File: src/rtl/mips_boot_pkg.sv
// Shared types and widths for the MIPS boot loader.
package mips_boot_pkg;

  localparam int WORD_W = 32;
  localparam int LEN_W  = 16;

  typedef enum logic [2:0] {
    ST_LEN_LO = 3'd0,
    ST_LEN_HI = 3'd1,
    ST_DATA   = 3'd2,
    ST_CHK    = 3'd3,
    ST_FLUSH  = 3'd4,
    ST_RUN    = 3'd5,
    ST_ERROR  = 3'd6
  } boot_state_t;

endpackage

File: src/rtl/mips_boot_word_asm.sv
// Little-endian word assembler: shifts in four bytes, first byte lands in bits 7:0.
// word is the value including the byte currently presented, so it can be captured on the 4th byte.
module mips_boot_word_asm
  import mips_boot_pkg::*;
(
  input  logic              clk,
  input  logic              reset,
  input  logic              clr,
  input  logic              shift_en,
  input  logic [7:0]        byte_in,
  output logic [WORD_W-1:0] word,
  output logic              word_done
);

  logic [1:0]        byte_cnt;
  logic [WORD_W-1:0] shreg;

  assign word      = {byte_in, shreg[WORD_W-1:8]};
  assign word_done = shift_en && (byte_cnt == 2'd3);

  always_ff @(posedge clk or negedge reset) begin
    if (!reset) begin
      byte_cnt <= 2'd0;
      shreg    <= '0;
    end else if (clr) begin
      byte_cnt <= 2'd0;
      shreg    <= '0;
    end else if (shift_en) begin
      byte_cnt <= byte_cnt + 2'd1;
      shreg    <= word;
    end
  end

endmodule

File: src/rtl/mips_boot_loader.sv
// Loads a length-prefixed byte stream into instruction memory, holding the core until done.
// Define BOOT_CHECKSUM_EN to require a trailing mod-256 checksum byte over the data bytes.
//
// state  | meaning
// LEN_LO | waiting for word-count low byte
// LEN_HI | waiting for word-count high byte, range check
// DATA   | assembling and writing program words
// CHK    | waiting for checksum byte (BOOT_CHECKSUM_EN only)
// FLUSH  | final write cycle drains before release
// RUN    | load complete, core released
// ERROR  | load failed, core held
module mips_boot_loader
  import mips_boot_pkg::*;
#(
  parameter int ADDR_W = 8
) (
  input  logic              clk,
  input  logic              reset,
  input  logic              rx_valid,
  input  logic [7:0]        rx_data,
  output logic              rx_ready,
  output logic              imem_we,
  output logic [ADDR_W-1:0] imem_addr,
  output logic [WORD_W-1:0] imem_wdata,
  output logic              core_run,
  output logic              boot_err
);

  localparam logic [LEN_W:0] CAPACITY = {{LEN_W{1'b0}}, 1'b1} << ADDR_W;

  boot_state_t        state;
  logic [7:0]         len_lo;
  logic [LEN_W-1:0]   len;
  logic [LEN_W-1:0]   words_left;
  logic [ADDR_W-1:0]  addr_cnt;
  logic               hs;
  logic               asm_clr;
  logic               asm_shift;
  logic               word_done;
  logic [WORD_W-1:0]  asm_word;

  assign hs        = rx_valid && rx_ready;
  assign len       = {rx_data, len_lo};
  assign asm_clr   = hs && (state == ST_LEN_HI);
  assign asm_shift = hs && (state == ST_DATA);

  mips_boot_word_asm u_word_asm (
    .clk       (clk),
    .reset     (reset),
    .clr       (asm_clr),
    .shift_en  (asm_shift),
    .byte_in   (rx_data),
    .word      (asm_word),
    .word_done (word_done)
  );

`ifdef BOOT_CHECKSUM_EN
  logic [7:0] sum;

  always_ff @(posedge clk or negedge reset) begin
    if (!reset) begin
      sum <= 8'd0;
    end else if (asm_shift) begin
      sum <= sum + rx_data;
    end
  end
`endif

  always_ff @(posedge clk or negedge reset) begin
    if (!reset) begin
      state      <= ST_LEN_LO;
      len_lo     <= 8'd0;
      words_left <= '0;
      addr_cnt   <= '0;
      rx_ready   <= 1'b0;
      imem_we    <= 1'b0;
      imem_addr  <= '0;
      imem_wdata <= '0;
      core_run   <= 1'b0;
      boot_err   <= 1'b0;
    end else begin
      imem_we <= 1'b0;
      case (state)
        ST_LEN_LO: begin
          rx_ready <= 1'b1;
          if (hs) begin
            len_lo <= rx_data;
            state  <= ST_LEN_HI;
          end
        end
        ST_LEN_HI: begin
          if (hs) begin
            words_left <= len;
            if ({1'b0, len} > CAPACITY) begin
              state    <= ST_ERROR;
              rx_ready <= 1'b0;
              boot_err <= 1'b1;
            end else if (len != '0) begin
              state <= ST_DATA;
            end else begin
`ifdef BOOT_CHECKSUM_EN
              state <= ST_CHK;
`else
              state    <= ST_FLUSH;
              rx_ready <= 1'b0;
`endif
            end
          end
        end
        ST_DATA: begin
          // The assembler keeps accepting bytes while this write is in flight.
          if (hs && word_done) begin
            imem_we    <= 1'b1;
            imem_addr  <= addr_cnt;
            imem_wdata <= asm_word;
            addr_cnt   <= addr_cnt + ADDR_W'(1);
            words_left <= words_left - LEN_W'(1);
            if (words_left == LEN_W'(1)) begin
`ifdef BOOT_CHECKSUM_EN
              state <= ST_CHK;
`else
              state    <= ST_FLUSH;
              rx_ready <= 1'b0;
`endif
            end
          end
        end
`ifdef BOOT_CHECKSUM_EN
        ST_CHK: begin
          if (hs) begin
            rx_ready <= 1'b0;
            if (rx_data == sum) begin
              state    <= ST_RUN;
              core_run <= 1'b1;
            end else begin
              state    <= ST_ERROR;
              boot_err <= 1'b1;
            end
          end
        end
`endif
        ST_FLUSH: begin
          state <= ST_RUN;
        end
        ST_RUN: begin
          rx_ready <= 1'b0;
          core_run <= 1'b1;
        end
        ST_ERROR: begin
          rx_ready <= 1'b0;
          boot_err <= 1'b1;
        end
        default: begin
          state    <= ST_ERROR;
          rx_ready <= 1'b0;
          boot_err <= 1'b1;
        end
      endcase
    end
  end

endmodule

File: config.mk
export PLATFORM = sky130hd
export DESIGN_NAME = mips_boot_loader
export DESIGN_NICKNAME = d
export VERILOG_FILES = /design/src/rtl/mips_boot_pkg.sv /design/src/rtl/mips_boot_word_asm.sv /design/src/rtl/mips_boot_loader.sv
export SDC_FILE = /design/constraint.sdc
export NUM_CORES = 1
export LEC_CHECK = 0
export CORE_MARGIN = 4
export CORE_UTILIZATION = 50
export CTS_BUF_LIST = sky130_fd_sc_hd__clkbuf_4 sky130_fd_sc_hd__clkbuf_8 sky130_fd_sc_hd__clkbuf_16
export DETAILED_ROUTE_END_ITERATION = 7
export GPL_ROUTABILITY_DRIVEN = 0
export PLACE_DENSITY = 0.79
export SYNTH_ARGS = -nofsm -noshare
export SYNTH_HDL_FRONTEND = slang
export SYNTH_SLANG_ARGS = --single-unit
File: constraint.sdc
create_clock -name clk -period 2.2 [get_ports clk]
set_clock_uncertainty 0.1 [all_clocks]
set_input_delay 0.22 -clock clk [delete_from_list [all_inputs] [get_ports clk]]
set_output_delay 0.22 -clock clk [all_outputs]
set_load 0.03 [all_outputs]
==> metrics.csv <==
stage;metric;value;unit
status;status;complete, but fails checks;
status;failing checks;negative setup slack;
power_and_ir_drop;total chip power;3.262;mW
die;IO Count;55;
drt;drt initial violations;217;
sta;pins over their slew limit;0;
grt;first-pass GRT wire length;16.28;mm
yosys;Post-synth EDFFs;0;
clocking;H-tree depth;3;
setup_path;R2R depth;7;
power_and_ir_drop;peak supply drop;0.4384;mV
cells_and_area;commonest non-fill, non-tap cell in the layout;dfrtp_1;
die;area of the core;0.008678;mm²
clocking;CTS sink count;105;
yosys;Synth Flop Type;dfrtp_1;
clocking;Max clock buf depth;2;
place;hpwl dp;6.930;mm
sta;Final Setup Violations;1;
setup_path;arrival time at the worst endpoint;2410;ps
setup_path;flop2flop setup slack;-8;ps
cells_and_area;layout cell share with drive strength beyond 1;25.00;%
drt;via count;3171;
drt;drc violations;0;
setup_path;FF-to-FF End;words_left[14];
sta;Slew HR;29.29;%
min_path;Hold WC Path Type;input pin to async pin;
place;port bufs;54;
grt;GRT met2 Usage;30.93;%
drt;total wire length;9.889;mm
run;max_cap viols;0;
place;Setup Slack @ Placement;-57.12;ps
grt;met1 Use GR;27.81;%
yosys;Synth Register Bits;105;
sta;Max Freq;452.9;MHz
cells_and_area;Layout Cells excl Fill;556;
yosys;Synth Area per Inst;12.13;µm²
die;die footprint;0.01047;mm²
grt;grt peak-use layer;met2;
setup_path;CP Capture Type;flop;
place;Placed Cells;536;
grt;initial antenna violation count;0;
setup_path;crit start category;flop;
cells_and_area;Area Overhead vs Synth;25.11;%
sta;setup TNS;-8.016;ps
yosys;ys async rst share;100.0;%
sta;crit share post-route;100.4;%
clocking;CTS buffer count;9;
grt;vias in the first global route;3183;
clocking;clk root buf;clkbuf_8;
yosys;post-synth net total;382;
drt;Final ANT Viol Nets;0;
setup_path;top cell family by delay on the critical path;simple AND/OR/NAND/NOR gates;
clocking;TritonCTS clock tree;done;
sta;worst slew pin tran;1061;ps
setup_path;Setup CP Type;flop to flop;
grt;GRT overflow;0;
power_and_ir_drop;Lkg Pwr;2.661;nW
setup_path;Critical path buffers and inverters;1;
setup_path;critical path required time;2400;ps
clocking;clock latency on the worst-skew pair;360;ps
setup_path;CP max FO;3;
yosys;Ys Warns;0;
drt;drt wl/cell;17.79;µm
yosys;Gate Count Post-Synth;367;
power_and_ir_drop;P per Cell Area;585.8;mW/mm²
yosys;Post-Syn Area;0.004451;mm²
clocking;clk slew on worst S/H paths;100;ps
sta;Hold Vio Cnt, Final;0;
die;Die W;102.3;µm
cells_and_area;# fillers;677;
grt;met3 Use GR;4.915;%
drt;vias per cell;5.703;
sta;RSZ-0062 raised after global routing;true;
sta;hold_ws;348.7;ps
cells_and_area;commonest cells after routing, fill and taps aside;105 x dfrtp_1, 53 x clkdlybuf4s50_1, 50 x mux2_2;
grt;all-layer global routing usage;19.81;%
drt;DRT Pass-1 Iters;4;
die;Rows;34;
yosys;sequential cell area fraction in the yosys report;59.04;%
die;Initial Util;51.28;%
cells_and_area;number of diodes;0;
yosys;Unique masters post-synth;42;
setup_path;worst path cell trace;inv_2 > ha_4 > or3b_4 > or4_4 > or3_4 > a21oi_2 > o22a_1;
setup_path;Worst path max stage delay;440;ps
cells_and_area;Total Nets Final;458;
grt;largest net degree at the start of global routing;59;
setup_path;FF-to-FF Start;words_left[1];
setup_path;CP max-delay cell;or4_4;
sta;min cycle time layout;2208;ps
die;die height;102.3;µm
sta;worst setup slack after layout;-8.016;ps
-- worst max path at each step --
stage | startpoint | end | slack, ps | cells past startpoint
after CTS | words_left[0] | words_left[14] | -6 | 7
after global routing | words_left[1] | words_left[14] | -60 | 7
final | words_left[1] | words_left[14] | -8 | 7
after floorplan | words_left[0] | words_left[14] | 8 | 7
after detailed placement | words_left[1] | words_left[14] | -60 | 7
after global placement | words_left[1] | words_left[14] | 40 | 7
-- registers in the layout, summed over array words and instances, names as in the netlist --
| register | count |
|---|---|
| addr_cnt | 8 |
| boot_err | 1 |
| core_run | 1 |
| imem_addr | 8 |
| imem_wdata | 32 |
| imem_we | 1 |
| len_lo | 8 |
| rx_ready | 1 |
| state | 3 |
| u_word_asm.byte_cnt | 2 |
| u_word_asm.shreg | 24 |
| words_left | 16 |
-- worst register-to-register path: cells and delay by family (launching register included) --
kind	cells	cell delay [ps]
buffers and inverters	1	90
DFF	1	400
and+or+nand+nor	3	1170
adders and majority gates	1	140
AOI/OAI and AO/OA	2	240
-- kinds of logic after synthesis --
logic type | Yosys count | synth area share (%)
buffers and inverters | 26 | 2.249
and+or+nand+nor | 88 | 9.840
muxes | 51 | 12.88
xor gates and xnor gates | 9 | 1.771
AOI/OAI and AO/OA | 84 | 13.10
DFF | 105 | 59.04
adders and majority gates | 4 | 1.125
-- layout make-up --
| type | instances | area, µm² | area share [%] |
|---|---|---|---|
| flip-flops and latches | 105 | 2628 | 47.19 |
| clock inverters | 7 | 86.33 | 1.551 |
| inverters | 3 | 11.26 | 0.2022 |
| multi-input cells | 236 | 1763 | 31.66 |
| well taps | 108 | 135.1 | 2.427 |
| clock buffers | 9 | 123.9 | 2.225 |
| repair buffers | 88 | 820.8 | 14.74 |
-- cells in the mapped netlist, drive strengths merged, types with 2 or more instances --
| cell | count | share of area, % |
|---|---|---|
| mux2 | 50 | 13 |
| a22oi | 2 | 0.34 |
| xnor2 | 5 | 0.98 |
| nor3 | 6 | 0.67 |
| o21ai | 14 | 1.6 |
| o22ai | 7 | 0.98 |
| o22a | 2 | 0.39 |
| a21oi | 19 | 2.1 |
| ha | 4 | 1.1 |
| nor2 | 28 | 2.4 |
| a22o | 25 | 4.9 |
| or3 | 6 | 0.84 |
| and2 | 3 | 0.42 |
| nand3 | 5 | 0.56 |
| or4 | 2 | 0.42 |
| and3b | 2 | 0.39 |
| nor2b | 2 | 0.28 |
| nand4 | 4 | 0.56 |
| clkbuf | 19 | 1.6 |
| inv | 3 | 0.25 |
| and3 | 3 | 0.42 |
| nand2 | 18 | 1.5 |
| xor2 | 4 | 0.79 |
| a211oi | 3 | 0.51 |
| buf | 4 | 0.39 |
| a2bb2oi | 4 | 0.79 |
| dfrtp | 105 | 59 |
| o2bb2ai | 2 | 0.39 |
| nor4 | 6 | 0.84 |
-- repair_timing --
item | in CTS | in global routing
setup endpoints to repair | 1 | 4
pin swaps | 0 | 2
setup buffers | 1 | 2
endpoints found under the hold margin | 55 | 0
gates resized for setup | 3 | 4
hold buffers | 1 | 0
-- through the flow --
stage / cell area [µm²] / util (%)
final: 5568 / 64.16
after detailed placement: 5295 / 61.02
after global placement: 5295 / 61.02
after CTS: 5533 / 63.75
after floorplan: 4456 / -
after global routing: 5568 / 64.16
-- power breakdown --
part | leakage [nW] | switching [mW] | internal [mW]
Sequential | 1.45 | 0 | 1.93
Clock | 0.104 | 0.687 | 0.550
Combinational | 1.11 | 0.0610 | 0.0352
Total | 2.66 | 0.748 | 2.51
-- layer usage --
metal  wire length [µm]  share of wire [%]  up-vias
li1                   -                  -     1496
met5                  0                  0        -
met2               4810                 49       85
met4                122                1.2        0
met3                553                5.6       13
met1               4402                 45     1577
Note: power is estimated with default switching activity, not from simulation.
